**src/rtl/reg_file.sv**
```systemverilog
// reg_file: eight-entry register file with a latched ALU status register.
// Reads are combinational from stored state only (no write bypass), so the
// ALU result path from ra_data/rb_data back to wr_data cannot form a loop.
// Register 0 has no storage and always reads zero.
module reg_file #(
  parameter int DATA_W = 16,
  parameter int ADDR_W = 3
) (
  input  logic              clk,
  input  logic              rst_n,
  input  logic [ADDR_W-1:0] ra_addr,
  input  logic [ADDR_W-1:0] rb_addr,
  output logic [DATA_W-1:0] ra_data,
  output logic [DATA_W-1:0] rb_data,
  input  logic              wr_en,
  input  logic [ADDR_W-1:0] wr_addr,
  input  logic [DATA_W-1:0] wr_data,
  input  logic              flag_we,
  input  logic              cout_in,
  input  logic              lt_in,
  input  logic              eq_in,
  input  logic              gt_in,
  input  logic              v_in,
  output logic [4:0]        flags,
  output logic              cin_out,
  input  logic [ADDR_W-1:0] dbg_addr,
  output logic [DATA_W-1:0] dbg_data
);

  localparam int NREG = 1 << ADDR_W;

  // only r1..r(NREG-1) exist as flops
  logic [DATA_W-1:0] regs [1:NREG-1];
  logic [4:0]        flag_q;

  // register writeback; writes to address 0 are dropped
  always_ff @(posedge clk or negedge rst_n) begin
    if (!rst_n) begin
      for (int i = 1; i < NREG; i++) begin
        regs[i] <= '0;
      end
    end else if (wr_en && (wr_addr != '0)) begin
      regs[wr_addr] <= wr_data;
    end
  end

  // status capture, packed as {V, gt, eq, lt, C} with carry in bit 0
  always_ff @(posedge clk or negedge rst_n) begin
    if (!rst_n) begin
      flag_q <= '0;
    end else if (flag_we) begin
      flag_q <= {v_in, gt_in, eq_in, lt_in, cout_in};
    end
  end

  // combinational read ports, r0 forced to zero
  always_comb begin
    ra_data  = '0;
    rb_data  = '0;
    dbg_data = '0;
    if (ra_addr != '0) begin
      ra_data = regs[ra_addr];
    end
    if (rb_addr != '0) begin
      rb_data = regs[rb_addr];
    end
    if (dbg_addr != '0) begin
      dbg_data = regs[dbg_addr];
    end
  end

  assign flags   = flag_q;
  assign cin_out = flag_q[0];

endmodule
```
**config.mk**
```make
export PLATFORM = sky130hd
export DESIGN_NAME = reg_file
export DESIGN_NICKNAME = d
export VERILOG_FILES = /design/src/rtl/reg_file.sv
export SDC_FILE = /design/constraint.sdc
export NUM_CORES = 1
export LEC_CHECK = 0
export CAP_MARGIN = 20
export CORE_ASPECT_RATIO = 1.1
export CORE_MARGIN = 10
export CORE_UTILIZATION = 55
export DETAILED_ROUTE_END_ITERATION = 8
export GPL_TIMING_DRIVEN = 0
export HOLD_SLACK_MARGIN = 0.08
export PLACE_DENSITY_LB_ADDON = 0.12
export SLEW_MARGIN = 5
export SYNTH_ARGS = -nofsm -noshare
export SYNTH_HDL_FRONTEND = slang
export SYNTH_SLANG_ARGS = --single-unit
```
**constraint.sdc**
```tcl
create_clock -name clk -period 1.47 [get_ports clk]
set_input_delay 0.2205 -clock clk [delete_from_list [all_inputs] [get_ports clk]]
set_output_delay 0.2205 -clock clk [all_outputs]
set_load 0.02 [all_outputs]
```
# Word-level counts from Yosys, hierarchy flattened
# Cells that the tools add are included.
[totals]
reg_bits = 117
input_bits = 37
out_inout_bits = 54
word_cells = 38
[classes]
n_lt_le_gt_ge = 5
n_mux = 15
n_bitwise = 4
reduce_logical = 6
[ops]
columns = ["cell", "count"]
rows = [
  ["16-bit two-way mux", 10],
  ["16-bit binary-select mux with 3-bit select", 3],
  ["112-bit bitwise mux", 1],
  ["16-bit demux with 3-bit select", 1],
  ["4-bit >= comparator (second input constant)", 4],
  ["3-bit inverter with 4-bit output", 4],
  ["3-bit nonzero test", 4],
  ["4-bit by 1-bit less-than comparator with 1-bit output (second input constant)", 1],
  ["1-bit logical AND", 2],
]

# Logic depth before layout (Yosys ltp)
[logic_depth]
ltp_word = 6
depth_mapped = 6

# Worst setup path after synthesis
# Ideal clock, no wire load.
[synth_timing]
path_kind = "input to output"
from = "input ra_addr[2]"
to = "output ra_data[10]"
t_arrival_ns = 1.454
setup_slack_ns = -0.204
stages = 5
n_path_buf = 3
path_cell_list = "buf_2 -> and2b_1 -> clkbuf_1 -> buf_4 -> a221oi_1"
[synth_between]
elab_chain_len = 5
[synth_rtl]
columns = ["element", "line_no", "rtl"]
rows = [
  ["from (decl)", "11", "input logic [ADDR_W-1:0] ra_addr,"],
  ["3-bit inverter with 4-bit output (implied by the code)", "62", "ra_data = regs[ra_addr];"],
  ["16-bit binary-select mux with 3-bit select", "62", ""],
  ["16-bit two-way mux (implied by the code) (2 in a row)", "62", ""],
  ["16-bit two-way mux (*)", "61", "if (ra_addr != '0) begin"],
  ["to (decl)", "13", "output logic [DATA_W-1:0] ra_data,"],
]
# Every way passes the cells marked *; elsewhere a longest branch is shown, timed or not. The select of a mux whose other input is x is not followed.

# Worst setup path in the final report
[layout_timing]
from = "register regs[79] (netlist bit)"
to = "output rb_data[15]"
[layout_between]
elab_chain_len = 4
[layout_rtl]
columns = ["element", "line_no", "rtl"]
rows = [
  ["from (decl)", "33", "logic [DATA_W-1:0] regs [1:NREG-1];"],
  ["from (signal, indexed assignment)", "43", "regs[wr_addr] <= wr_data;"],
  ["16-bit binary-select mux with 3-bit select", "65", "rb_data = regs[rb_addr];"],
  ["16-bit two-way mux (implied by the code) (2 in a row)", "65", ""],
  ["16-bit two-way mux", "64", "if (rb_addr != '0) begin"],
  ["to (decl)", "14", "output logic [DATA_W-1:0] rb_data,"],
]
# No other way between the ends. The select of a mux whose other input is x is not followed.

==> flow_summary_export.csv <==
group,metric,value,unit
clocking,numCtsBuffers,17,
critical_path,path_cells,"mux2_4, a221oi_2, a311oi_2, buf_4",
place,gp_congestion,0.890,
critical_path,crit_path_start,"regs[79]$_DFFE_PN0P_",
yosys,synthCells,575,
drt,drc,0,
finish,fin_cells,914,
floorplan,core,13300,µm²
finish,layout_commonest_cell,"dfrtp_1",
place,numPortBuffers,81,
yosys,synth_seq_area_share,0.390,
yosys,yosysWarnings,0,
timing,setup_viol,48,
finish,final_nets,754,
clocking,clk_path_buf_depth,2,
finish,syn_to_final_growth,43.0,%
critical_path,cp_top_family,"flip-flops",
global_routing,overflow,0,
power_and_ir_drop,power_density,1310,nW/µm²
clocking,cts_max_level,4,
critical_path,worstPathRequired,1.25,ns
timing,slew_violations,0,
place,placed_cells,841,
timing,hold_violations,0,
drt,ant_nets,0,
yosys,syn_area_per_cell,13.1,µm²
floorplan,rows,44,
global_routing,track_usage,0.293,
timing,setup_ws,-0.502,ns
timing,fin_crit,1.97,ns
clocking,clk_latency,0.43,ns
floorplan,start_util,0.566,
timing,fin_crit_sh,1.34,
floorplan,fp.dieH,143,µm
outcome,violations,"setup timing",
finish,antennaDiodeCount,0,
outcome,status,"complete, but fails checks",
yosys,synth_nets,612,
floorplan,pin_count,91,
global_routing,grt_pass1_wl,41900,µm
place,dp_hpwl,16700,µm
critical_path,arrival,1.75,ns
critical_path,cp_slowest_stage_delay,0.44,ns
critical_path,path_buf_inv,1,
timing,max_freq,0.507,GHz
timing,tightest_slew,0.633,ns
clocking,cts.sinks,117,
critical_path,cp_max_fo,3,
floorplan,die_area,18700,µm²
finish,fillers,710,
global_routing,grt_max_degree,85,
floorplan,die_w,131,µm
timing,rsz0062_at_grt,"true",
power_and_ir_drop,p_leak,4.60,nW
finish,drive_above_1_share,0.642,
drt,wl,29000,µm
drt,detail_route.vias_per_cell,7.03,
finish,layout_common_cells,"dfrtp_1, mux2_2, buf_4, mux2i_1, mux2_4",
global_routing,antenna_found_initial,0,
yosys,synth.cell_area,7510,µm²
clocking,cts_tree,"yes",
timing,finClkSkew,0,ns
drt,drt_first_iter_violations,669,
drt,num_vias,6425,
clocking,root_buffer,"clkbuf_16",
critical_path,r2r_start,"regs[65]$_DFFE_PN0P_",
timing,hold_ws,0.253,ns
drt,drtPass1Iterations,4,
yosys,ys_ff_latch,117,
timing,relSlewSlack,0.578,
worst_hold_path,hp-class,"input pin to async pin",
global_routing,first_global_vias,6750,
critical_path,end_kind,"output pin",
clocking,clk_pin_slew,0.06,ns
drt,wl_per_cell,31.8,µm
power_and_ir_drop,ir_drop,0.852,mV
critical_path,slowest_stage,"dfrtp_1",
critical_path,path_class,"flip-flop to output pin",
yosys,yosys.cell_types.count,31,
flow_run,maxCapViolCount,0,
critical_path,start_kind,"flip-flop",
[routing by layer]
| layer | vias to the layer above | global-route usage | wire, µm |
|---|---|---|---|
| li1 | 2580 | - | - |
| met1 | 3272 | 0.333 | 11000 |
| met2 | 427 | 0.493 | 14100 |
| met3 | 146 | 0.0734 | 2360 |
| met4 | 0 | 0.172 | 1480 |
| met5 | - | 0 | 0 |
[power by group]
| group | internal (mW) | total (mW) | switching, mW |
|---|---|---|---|
| logic | 2.71 | 5.24 | 2.54 |
| clock network | 2.56 | 4.10 | 1.54 |
| registers | 3.94 | 4.72 | 0.787 |
| total | 9.20 | 14.1 | 4.87 |
[state kept, by name (all words and copies together), names as in the netlist]
register,cells
regs,112
flags,5
[through the flow]
step | setup slack [ns] | area [µm²] | total power, mW | util | TNS (ns)
CTS | -0.434 | 10400 | 13.4 | 0.783 | -18.09
finish | -0.502 | 10700 | 14.1 | 0.810 | -19.39
detailed placement | -1.38 | 8870 | 8.53 | 0.669 | -60.00
global placement | -4.39 | 8840 | 8.34 | 0.666 | -572.12
floorplan | -0.0743 | 7800 | 7.17 | - | -1.71
global route | -0.507 | 10700 | 14.5 | 0.810 | -20.43
[Yosys cell counts]
master    count  area [µm²]
a21oi_1       2        10.0
nor2b_4       1        13.8
nand4_2       1        12.5
nand2_1       3        11.3
nand4b_4      3        71.3
nor2b_1      17         106
a211oi_1     17         128
buf_4        12        90.1
clkbuf_2      2        10.0
and4bb_1      2        25.0
nand2b_1      1        6.26
mux2_4       23         345
inv_1         2        7.51
a221oi_1     60         526
buf_8         1        15.0
a311oi_1     16         140
mux2_2      142        1600
a31oi_1       2        12.5
mux2i_1      80         801
a221oi_2     15         225
clkbuf_1     10        37.5
dfrtp_1     117        2930
nor3_4        1        16.3
buf_12        2        40.0
buf_2        19        95.1
and2b_1       3        22.5
and2_1        2        12.5
buf_6        15         169
clkbuf_4      1        7.51
and3b_2       1        10.0
a22o_1        2        17.5
[final timing paths]
check | slack (ns) | end | depth (start not counted)
max | -0.50 | rb_data[15] | 4
max in group asynchronous | 0.41 | regs[88]$_DFFE_PN0P_ | 3
min | 0.25 | regs[30]$_DFFE_PN0P_ | 2
min in group clk | 0.28 | regs[18]$_DFFE_PN0P_ | 3
max reg2reg | 0.38 | regs[65]$_DFFE_PN0P_ | 3
min reg2reg | 0.50 | flags[3]$_DFFE_PN0P_ | 1
[area by class of cell]
cell class	instances	area [µm²]	share of cell area
Buffer	58	596	0.0554
Clock buffer	22	464	0.0432
Clock inverter	10	105	0.00978
Inverter	2	7.51	0.000699
Multi-Input combinational cell	394	5290	0.492
Sequential cell	117	2940	0.274
Tap cell	184	230	0.0214
Timing Repair Buffer	127	1110	0.103
[what timing repair did]
action | CTS | global route
buffers inserted | 33 | 8
gates resized for setup | 408 | 59
pin swaps | 31 | 29
setup endpoints to repair | 54 | 48
hold endpoints to repair | 33 | 0
cloned | 3 | 0
hold buffers | 1 | 0
[cell families after synthesis]
group / after synthesis / synth area share
buffers and inverters: 64 / 0.0628
DFF: 117 / 0.390
and+or+nand+nor: 35 / 0.0410
AOI/OAI and AO/OA: 114 / 0.141
muxes: 245 / 0.365
(Power assumes the default switching activity.)
